--- config.mk ---
export PLATFORM = sky130hd
export DESIGN_NAME = mem_arbiter
export DESIGN_NICKNAME = d
export VERILOG_FILES = /design/src/rtl/mem_arbiter.sv
export SDC_FILE = /design/constraint.sdc
export NUM_CORES = 1
export LEC_CHECK = 0
export BUFFER_PORTS_ARGS = -buffer_cell sky130_fd_sc_hd__buf_2
export CORE_MARGIN = 2
export CORE_UTILIZATION = 35
export CTS_BUF_LIST = sky130_fd_sc_hd__clkbuf_8
export CTS_CLUSTER_DIAMETER = 100
export DETAILED_ROUTE_END_ITERATION = 6
export PLACE_DENSITY = 0.69
export RECOVER_POWER = 50
export SLEW_MARGIN = 20
export SYNTH_ARGS = -nofsm -noshare
export SYNTH_HDL_FRONTEND = slang
export SYNTH_SLANG_ARGS = --single-unit
--- constraint.sdc ---
create_clock -name clk -period 1.55 [get_ports clk]
set_clock_uncertainty 0.2 [all_clocks]
set_input_delay 0.31 -clock clk [delete_from_list [all_inputs] [get_ports clk]]
set_output_delay 0.31 -clock clk [all_outputs]
set_load 0.05 [all_outputs]
--- src/rtl/mem_arbiter.sv ---
// mem_arbiter: shares one memory bus between the instruction fetch port and
// the load/store unit. One bus transaction at a time; on simultaneous requests
// the requester that did not win last time is granted. Completion is returned
// as a one-cycle ack with read data held until that requester's next ack.
module mem_arbiter #(
  parameter int XLEN = 32
) (
  input  logic            clk,
  input  logic            reset_n,
  // fetch port
  input  logic            if_req,
  input  logic [XLEN-1:0] if_addr,
  output logic [XLEN-1:0] if_rdata,
  output logic            if_ack,
  // load/store port
  input  logic            lsu_re,
  input  logic            lsu_we,
  input  logic [XLEN-1:0] lsu_addr,
  input  logic [XLEN-1:0] lsu_wdata,
  input  logic [2:0]      lsu_funct3,
  output logic [XLEN-1:0] lsu_rdata,
  output logic            lsu_ack,
  // shared memory bus
  output logic            mem_req,
  output logic            mem_we,
  output logic [XLEN-1:0] mem_addr,
  output logic [XLEN-1:0] mem_wdata,
  output logic [2:0]      mem_funct3,
  input  logic [XLEN-1:0] mem_rdata,
  input  logic            mem_ack,
  // pipeline stalls
  output logic            stall_F,
  output logic            stall_M
);

  localparam logic [1:0] IDLE    = 2'd0;
  localparam logic [1:0] BUS_IF  = 2'd1;
  localparam logic [1:0] BUS_LSU = 2'd2;
  localparam logic [1:0] RESP    = 2'd3;

  localparam logic GRANT_IF  = 1'b0;
  localparam logic GRANT_LSU = 1'b1;

  // fetch always reads a full word
  localparam logic [2:0] FUNCT3_WORD = 3'b010;

  logic [1:0]      state_reg, state_next;
  logic            last_grant_reg, last_grant_next;
  logic            mem_req_reg, mem_req_next;
  logic            mem_we_reg, mem_we_next;
  logic [XLEN-1:0] mem_addr_reg, mem_addr_next;
  logic [XLEN-1:0] mem_wdata_reg, mem_wdata_next;
  logic [2:0]      mem_funct3_reg, mem_funct3_next;
  logic            if_ack_reg, if_ack_next;
  logic            lsu_ack_reg, lsu_ack_next;
  logic [XLEN-1:0] if_rdata_reg, if_rdata_next;
  logic [XLEN-1:0] lsu_rdata_reg, lsu_rdata_next;

  logic if_pend;
  logic lsu_pend;
  logic pick_lsu;

  assign if_pend  = if_req;
  assign lsu_pend = lsu_re | lsu_we;
  // LSU wins when alone, or on a tie when fetch was served last
  assign pick_lsu = lsu_pend & (~if_pend | (last_grant_reg == GRANT_IF));

  // next-state, grant and response capture
  always_comb begin
    state_next      = state_reg;
    last_grant_next = last_grant_reg;
    mem_req_next    = mem_req_reg;
    mem_we_next     = mem_we_reg;
    mem_addr_next   = mem_addr_reg;
    mem_wdata_next  = mem_wdata_reg;
    mem_funct3_next = mem_funct3_reg;
    if_ack_next     = 1'b0;
    lsu_ack_next    = 1'b0;
    if_rdata_next   = if_rdata_reg;
    lsu_rdata_next  = lsu_rdata_reg;
    case (state_reg)
      IDLE: begin
        if (if_pend | lsu_pend) begin
          mem_req_next = 1'b1;
          if (pick_lsu) begin
            state_next      = BUS_LSU;
            last_grant_next = GRANT_LSU;
            mem_we_next     = lsu_we;
            mem_addr_next   = lsu_addr;
            mem_wdata_next  = lsu_wdata;
            mem_funct3_next = lsu_funct3;
          end else begin
            state_next      = BUS_IF;
            last_grant_next = GRANT_IF;
            mem_we_next     = 1'b0;
            mem_addr_next   = if_addr;
            mem_wdata_next  = '0;
            mem_funct3_next = FUNCT3_WORD;
          end
        end
      end
      BUS_IF: begin
        if (mem_ack) begin
          state_next    = RESP;
          mem_req_next  = 1'b0;
          if_ack_next   = 1'b1;
          if_rdata_next = mem_rdata;
        end
      end
      BUS_LSU: begin
        if (mem_ack) begin
          state_next     = RESP;
          mem_req_next   = 1'b0;
          lsu_ack_next   = 1'b1;
          lsu_rdata_next = mem_rdata;
        end
      end
      // ack cycle: no grant here, so a request still held is not re-served
      RESP: begin
        state_next = IDLE;
      end
      default: begin
        state_next   = IDLE;
        mem_req_next = 1'b0;
      end
    endcase
  end

  // state register with synchronous active-low reset
  always_ff @(posedge clk) begin
    if (!reset_n) begin
      state_reg      <= IDLE;
      last_grant_reg <= GRANT_IF;
      mem_req_reg    <= 1'b0;
      mem_we_reg     <= 1'b0;
      mem_addr_reg   <= '0;
      mem_wdata_reg  <= '0;
      mem_funct3_reg <= 3'b000;
      if_ack_reg     <= 1'b0;
      lsu_ack_reg    <= 1'b0;
      if_rdata_reg   <= '0;
      lsu_rdata_reg  <= '0;
    end else begin
      state_reg      <= state_next;
      last_grant_reg <= last_grant_next;
      mem_req_reg    <= mem_req_next;
      mem_we_reg     <= mem_we_next;
      mem_addr_reg   <= mem_addr_next;
      mem_wdata_reg  <= mem_wdata_next;
      mem_funct3_reg <= mem_funct3_next;
      if_ack_reg     <= if_ack_next;
      lsu_ack_reg    <= lsu_ack_next;
      if_rdata_reg   <= if_rdata_next;
      lsu_rdata_reg  <= lsu_rdata_next;
    end
  end

  assign mem_req    = mem_req_reg;
  assign mem_we     = mem_we_reg;
  assign mem_addr   = mem_addr_reg;
  assign mem_wdata  = mem_wdata_reg;
  assign mem_funct3 = mem_funct3_reg;
  assign if_ack     = if_ack_reg;
  assign lsu_ack    = lsu_ack_reg;
  assign if_rdata   = if_rdata_reg;
  assign lsu_rdata  = lsu_rdata_reg;

  // stalls drop in the ack cycle so the stage advances with its data
  assign stall_F = if_req & ~if_ack_reg;
  assign stall_M = lsu_pend & ~lsu_ack_reg;

endmodule

==> flow_summary.toml <==
[finish]
nNetsFinal = 1204
mostFrequentLayoutCells = "197 x nand2_1, 149 x a21oi_1, 136 x buf_2, 132 x dlygate4sd3_1, 128 x dfxtp_1"
drive_gt1_share_pct = 36.8
area_growth_pct = 84.0
final_common_cell = "nand2_1"
finish.utilization_pct = 65.9

[placement]
place_ws_ns = -0.0784
dpl.hpwl_um = 11300
numPortBuffers = 273
globalplace.congestion = 0.842

[power_and_ir_drop]
ir_worst_vdd_mv = 0.944
p_per_area_mw_per_mm2 = 1680
cellLeakagePower_nw = 4.13

[synthesis]
synth_cell_types = 30
syn-cell-area_mm2 = 0.00518
ys_seq_area_share_pct = 53.3
ys_top_cells_by_area = "dfxtp_1 53%, a21oi_1 16%, nand2_1 14%"
syn_inst = 655
synth_warnings = 0
synth_area_leader_cell = "dfxtp_1"
avgSynthCellArea_um2 = 7.91
synth_top_area_share_pct = 53.3
syn-num-nets = 796
synth_seq_cells = 138

[route]
vias = 6470
viasPerCell = 5.13
wl_per_cell_um = 17.2
ant_nets = 0
drtIter0Drc = 315
drt-pass1-iter-count = 4
drc = 0
drt-total-wl_um = 21700

[cts]
worstSkewPairLatency_ns = 0.43
cts_root_buf = "clkbuf_8"
cts_tree = "done"
cts_max_level = 4
cts.sinks = 138
cts_inserted_buffers = 17
cts.path.max_buffers = 2
clk_pin_slew_ns = 0.07

[critical_path]
cp-start-kind = "flip-flop"
crit_type = "flip-flop to flip-flop"
end_kind = "flip-flop"
cp.required_ns = 1.71
crit_path_max_fanout = 8
reg2reg_depth = 6
worstPathArrival_ns = 1.74

[sta]
finalHoldViolCount = 0
drv_slew = 0
worst_pin_slew_ns = 0.288
rsz0062_at_grt = "yes"
clock.fmax_mhz = 632
setup_ws_ns = -0.0322
setup_violations = 5
fin_crit_sh_pct = 102
maxSlewHeadroom_pct = 80.8
period_needed_ns = 1.58
fin_tns_setup_ns = -0.0861

[floorplan]
io_pins = 274
die_area_mm2 = 0.0158
fp.dieW_um = 126
initial_core_util_pct = 35.8
fp.dieH_um = 126
num_rows = 44
coreArea_mm2 = 0.0145

[min_path]
hold_depth = 3
hold_path_class = "input pin to flip-flop"

[outcome]
violations = "setup timing"
status = "finished, violations left"

[grt]
met2_usage_pct = 41.2
busiest_layer = "met2"
grt_remaining_overflow = 0
grt_pass1_vias = 6224
grt_first_pass_wirelength_um = 30300
grt_util_met1_pct = 25.8
antenna_found_initial = 0
grt_max_degree = 59
use_met3_pct = 6.29
grt_use_total_pct = 23.6

[flow_run]
cap_violations = 0
layer usage:
layer	share of wire, %	vias up
met2	51	343
li1	-	3020
met4	4.6	0
met1	38	3019
met3	6.5	88
met5	0	-
cell type report:
class / count / area, µm²
well taps: 184 / 230
fillers: 1093 / 4940
repair buffers: 444 / 3760
multi-input cells: 459 / 2350
diodes: 1 / 2.50
inverters: 3 / 15.0
clock buffers: 22 / 303
clock inverters: 10 / 100
flip-flops and latches: 138 / 2780
metrics by stage:
step / hold slack, ns / power (mW) / cell area [µm²] / std cells
final: 0.0516 / 16.0 / 9540 / 1261
after global routing: 0.0475 / 16.7 / 9530 / 1260
after CTS: 0.0392 / 14.9 / 9000 / 1249
after detailed placement: 0.241 / 11.2 / 6880 / 1085
after global placement: 0.237 / 11.1 / 6880 / 1085
after floorplan: 0.244 / 9.32 / 5220 / 655
timing repair:
action / 4_1_cts / 5_1_grt
pin swaps: 1 / 22
setup buffers: 0 / 0
gates cloned: 0 / 11
hold buffers: 132 / 0
endpoints found under the hold margin: 135 / 0
setup endpoints to repair: 157 / 157
gates resized for setup: 151 / 106
path summary, 6_finish.rpt:
kind / slack, ns / end / startpoint
worst max register to register: -0.03 / if_rdata[27]$_SDFFE_PN0P_ / state_reg[0]$_SDFFE_PN0P_
worst min register to register: 0.25 / mem_wdata[30]$_SDFFE_PN0P_ / mem_wdata[30]$_SDFFE_PN0P_
worst min-delay path: 0.05 / lsu_ack$_SDFF_PN0_ / mem_ack
worst max-delay path: -0.03 / if_rdata[27]$_SDFFE_PN0P_ / state_reg[0]$_SDFFE_PN0P_
kinds of logic after synthesis:
logic type / share of synthesized area, %
muxes: 0.193
and+or+nand+nor: 19.2
AOI/OAI and AO/OA: 21.2
adders and majority gates: 0.966
DFF: 53.3
buffers and inverters: 5.12
where the power goes:
group          internal, mW  switching, mW  leakage [nW]
combinational          3.06           5.22          2.79
clock                  1.62           1.37         0.216
sequential             4.29          0.487          1.13
Yosys cell counts, drive strengths merged:
cell type	instances
a211oi	1
a21boi	1
a21o	1
a21oi	165
a2bb2oi	1
and2	2
buf	24
clkbuf	31
clkinv	1
dfxtp	138
ha	4
inv	2
mux2i	1
nand2	200
nand2b	1
nand3	35
nor2	5
nor2b	2
nor3	2
nor4b	1
o21ai	32
o221a	1
o2bb2ai	1
o31a	1
o31ai	1
o32ai	1
critical path, cell delays in order (launching register included):
cell       delay, ns
dfxtp_1         0.38
clkbuf_2        0.17
ha_4            0.15
and2_4          0.20
clkbuf_16       0.17
nand2_1         0.06
a21oi_1         0.17
(Power assumes the default switching activity.)
